$ cat config.mk
export PLATFORM = sky130hd
export DESIGN_NAME = fir_coef_loader
export DESIGN_NICKNAME = d
export VERILOG_FILES = /design/src/rtl/fir_coef_loader.sv
export SDC_FILE = /design/constraint.sdc
export NUM_CORES = 1
export LEC_CHECK = 0
export ABC_AREA = 1
export BUFFER_PORTS_ARGS = -buffer_cell sky130_fd_sc_hd__buf_2
export CAP_MARGIN = 40
export CORE_AREA = 2 2 84 70
export CTS_CLUSTER_SIZE = 28
export DETAILED_ROUTE_END_ITERATION = 8
export DIE_AREA = 0 0 86 72
export PLACE_DENSITY_LB_ADDON = 0.25
export SYNTH_ARGS = -nofsm -noshare
export SYNTH_HDL_FRONTEND = slang
export SYNTH_SLANG_ARGS = --single-unit
$ cat constraint.sdc
create_clock -name clock -period 1.3 [get_ports clock]
set_input_delay 0.13 -clock clock [delete_from_list [all_inputs] [get_ports clock]]
set_output_delay 0.13 -clock clock [all_outputs]
set_load 0.01 [all_outputs]
$ cat src/rtl/fir_coef_loader.sv
// Streaming coefficient loader: writes NCOEFS words to tap storage,
// then validates the set against a trailing modular checksum word.
module fir_coef_loader #(
  parameter int WIDTH  = 8,
  parameter int NCOEFS = 300,
  parameter int AW     = $clog2(NCOEFS)
) (
  input  logic             clock,
  input  logic             nreset,
  input  logic             start,
  input  logic             abort,
  input  logic [WIDTH-1:0] s_data,
  input  logic             s_valid,
  output logic             s_ready,
  output logic             coef_wr_en,
  output logic [AW-1:0]    coef_wr_addr,
  output logic [WIDTH-1:0] coef_wr_data,
  output logic             busy,
  output logic             done,
  output logic             error,
  output logic             coef_valid
);

  typedef enum logic [2:0] {
    IDLE,
    LOAD,
    CHECK,
    DONE,
    ERROR
  } state_t;

  localparam logic [AW-1:0] LAST = AW'(NCOEFS - 1);

  state_t           state;
  logic [AW-1:0]    cnt;
  logic [WIDTH-1:0] sum;
  logic             hs;

  assign hs = s_valid && s_ready;

  always_ff @(posedge clock) begin
    if (!nreset) begin
      state        <= IDLE;
      cnt          <= '0;
      sum          <= '0;
      s_ready      <= 1'b0;
      coef_wr_en   <= 1'b0;
      coef_wr_addr <= '0;
      coef_wr_data <= '0;
      busy         <= 1'b0;
      done         <= 1'b0;
      error        <= 1'b0;
      coef_valid   <= 1'b0;
    end else begin
      coef_wr_en <= 1'b0;
      case (state)
        IDLE, DONE, ERROR: begin
          if (start) begin
            state      <= LOAD;
            cnt        <= '0;
            sum        <= '0;
            done       <= 1'b0;
            error      <= 1'b0;
            coef_valid <= 1'b0;
            s_ready    <= 1'b1;
            busy       <= 1'b1;
          end
        end
        LOAD: begin
          if (abort) begin
            state   <= IDLE;
            s_ready <= 1'b0;
            busy    <= 1'b0;
          end else if (hs) begin
            coef_wr_en   <= 1'b1;
            coef_wr_addr <= cnt;
            coef_wr_data <= s_data;
            sum          <= sum + s_data;
            if (cnt == LAST) state <= CHECK;
            else cnt <= cnt + 1'b1;
          end
        end
        CHECK: begin
          if (abort) begin
            state   <= IDLE;
            s_ready <= 1'b0;
            busy    <= 1'b0;
          end else if (hs) begin
            s_ready <= 1'b0;
            busy    <= 1'b0;
            // sum already includes the final coefficient here
            if (s_data == sum) begin
              state      <= DONE;
              done       <= 1'b1;
              coef_valid <= 1'b1;
            end else begin
              state <= ERROR;
              error <= 1'b1;
            end
          end
        end
        default: begin
          state   <= IDLE;
          s_ready <= 1'b0;
          busy    <= 1'b0;
        end
      endcase
    end
  end

endmodule
==> run metrics <==
CTS tree built; Rel. slew slack 75.5%; post-synth top area share 36.6%; Pins Over Slew Limit 0; first-pass GRT wire length 10,300 µm; # port buffers 35; most frequent cells in the layout 71 x nand2_1, 45 x buf_4, 37 x nor2_1; n_diodes 0; clock sinks approximately 40; # rows 24; DR WL/cell 13.1 µm; Lkg Pwr around 1.5 nW; Final Cycle Share 113%; crit path kind flip-flop to flip-flop; Post-DP HPWL 4290 µm; Register Area 841 µm²; vias 2,501; Layout Cells excl Fill 488; Skew-Pair Late Insertion Delay 0.30 ns; post-route minimum period 1.47 ns; Max IR drop VDD 0.600 mV; Final Hold Vio Count 0; RSZ-0062 raised after global routing yes; Mapped Cells 337; Initial Util 42.2%; multi-input logic area around 0.0016 mm²; total power ~3.7 mW; post-layout instance area 0.00341 mm²; HP Class primary input to flip-flop; vias per cell slightly above 5; Post-Syn Area 0.00224 mm²; Arr. time, crit path 1.69 ns; Overflow after GRT 0; Buf/Inv on CP 4; ys flop type dfxtp_1; Post-DP Area 0.00286 mm²; crit-path most repeated cell nor2_4; Synth cell types 31; outcome finished with violations; worst-margin pin slew 0.367 ns; Placer Congestion around 0.84; pwr/cell area 1080 mW/mm²; largest net degree at the start of global routing 22; io pins 36; H-Tree Depth 2; die height ~72 µm; Root Buffer Master clkbuf_8; final net count 444; DIE AREA between 0.006 and 0.007 mm²; type of origin of the critical path flip-flop; Worst Path Max Fanout 6; vias in the first global route roughly 2,300; worst-path cell chain inv_4 > nor2_4 > nand2_4 > buf_12 > nor2_4 > buf_4 > buf_6 > o21ai_0 > a21oi_1; Longest Clk Path Bufs 2; Routed Wire Length around 6400 µm; Remaining DRCs 0; syn avg cell area 6.66 µm²; ys async rst share 0%; violated checks setup timing; dpl cells 471; Die X 86 µm; post-synthesis register bit count 41; fillers 471; CP max stage delay roughly 0.4 ns; Setup Skew about 0.0044 ns; Detailed Route Iter0 Violations 161; area delta synth->final 52.0%; Seq/Total Area, Yosys 36.6%; most common cell after layout, fill and taps aside nand2_1; gr usage total 20.7%; Crit-path slowest cell dfxtp_4; WP data required 1.52 ns; DRT Pass-1 Iters 4; clock slew at reported path FFs roughly 0.080 ns; highest clock rate 680 MHz; cell family with most CP delay buffers and inverters; final setup violation count 39; initial antenna violation count 0; max_cap viols 0; fraction of final layout cells sized beyond drive strength 1 44.0%; top area cells in the synthesized netlist dfxtp_1 37%, nand2_1 15%, nand3_1 7.4%; core box area 0.00532 mm²; kind of end point of the critical path flip-flop; area leader, netlist dfxtp_1; EDFF count, synth 0; Antenna Violating Nets Remaining 0; worst setup margin -0.171 ns; Ys Warns 0; syn nets 359; cts bufs inserted 5
## cells by family (layout without fill, tap and decap cells)
logic type / count (synthesis) / after routing / synth area share, %
AOI/OAI and AO/OA: 51 / 51 / 11.7
xor gates and xnor gates: 2 / 2 / 0.781
adders and majority gates: 9 / 9 / 5.35
buffers and inverters: 46 / 132 / 8.98
DFF: 41 / 41 / 36.6
and+or+nand+nor: 188 / 188 / 36.6
## layer usage
metal | share of wire (%) | global-route usage [%]
met5 | 0 | 0
met1 | 50 | 29.9
met3 | 5.4 | 3.87
met4 | 1.5 | 6.00
met2 | 43 | 31.4
## state kept, by name (all words and copies together) (netlist names)
name and count:
coef_wr_addr 9, busy 1, error 1, state 3, sum 8, coef_valid 1
cnt 9, coef_wr_data 8, coef_wr_en 1
## power by group
part	internal (mW)	switching (mW)	total, mW
combinational	0.466	0.628	1.09
sequential	1.31	0.0418	1.35
clock	0.763	0.471	1.23
total	2.53	1.14	3.67
## worst min-delay path, stage by stage
cell and delay [ns]:
buf_2 0.12, nor2_1 0.05, nor2_1 0.08
## repair_timing
action                     in CTS  in global routing
hold buffers                    0                  0
gates cloned                    1                  0
buffers inserted                4                  4
gates resized for setup        56                 40
setup endpoints to repair      40                 41
pin swaps                      30                 17
## per-stage QoR
| stage | worst slack [ns] | util (%) | hold slack [ns] | setup TNS [ns] |
|---|---|---|---|---|
| after floorplan | -0.0169 | - | 0.265 | -0.0169 |
| after global placement | -0.107 | 53.7 | 0.383 | -2.29 |
| after detailed placement | -0.131 | 53.7 | 0.395 | -3.33 |
| after CTS | -0.133 | 60.9 | 0.107 | -3.24 |
| after global routing | -0.245 | 64.1 | 0.116 | -6.49 |
| final | -0.171 | 64.1 | 0.119 | -3.47 |
## cell type report
cell class,instances,area share (%)
multi-input combinational,250,46.2
sequential,41,24.7
timing repair buffer,90,18.9
inverter,34,3.93
tap,65,2.39
clock buffer,5,2.02
clock inverter,3,1.91
## final timing paths
kind / to / cells past startpoint / from / slack (ns)
setup / recovery: coef_wr_addr[6] / 9 / state[0] / -0.17
hold / removal: coef_wr_data[5] / 3 / s_data[5] / 0.12
setup reg to reg: coef_wr_addr[6] / 9 / state[0] / -0.17
hold reg to reg: error / 2 / error / 0.47
## cells in the mapped netlist, types with 2 or more instances
library cell / count
dfxtp_1: 41
nand4_1: 5
nor2_1: 44
o21ai_0: 18
nand3_1: 33
nand3_2: 2
nor3_1: 3
a21oi_1: 30
nor2_4: 2
nand2_1: 91
buf_4: 5
inv_2: 2
nor2_2: 2
clkbuf_1: 4
buf_2: 2
ha_1: 8
inv_1: 31
(Power assumes the default switching activity.)
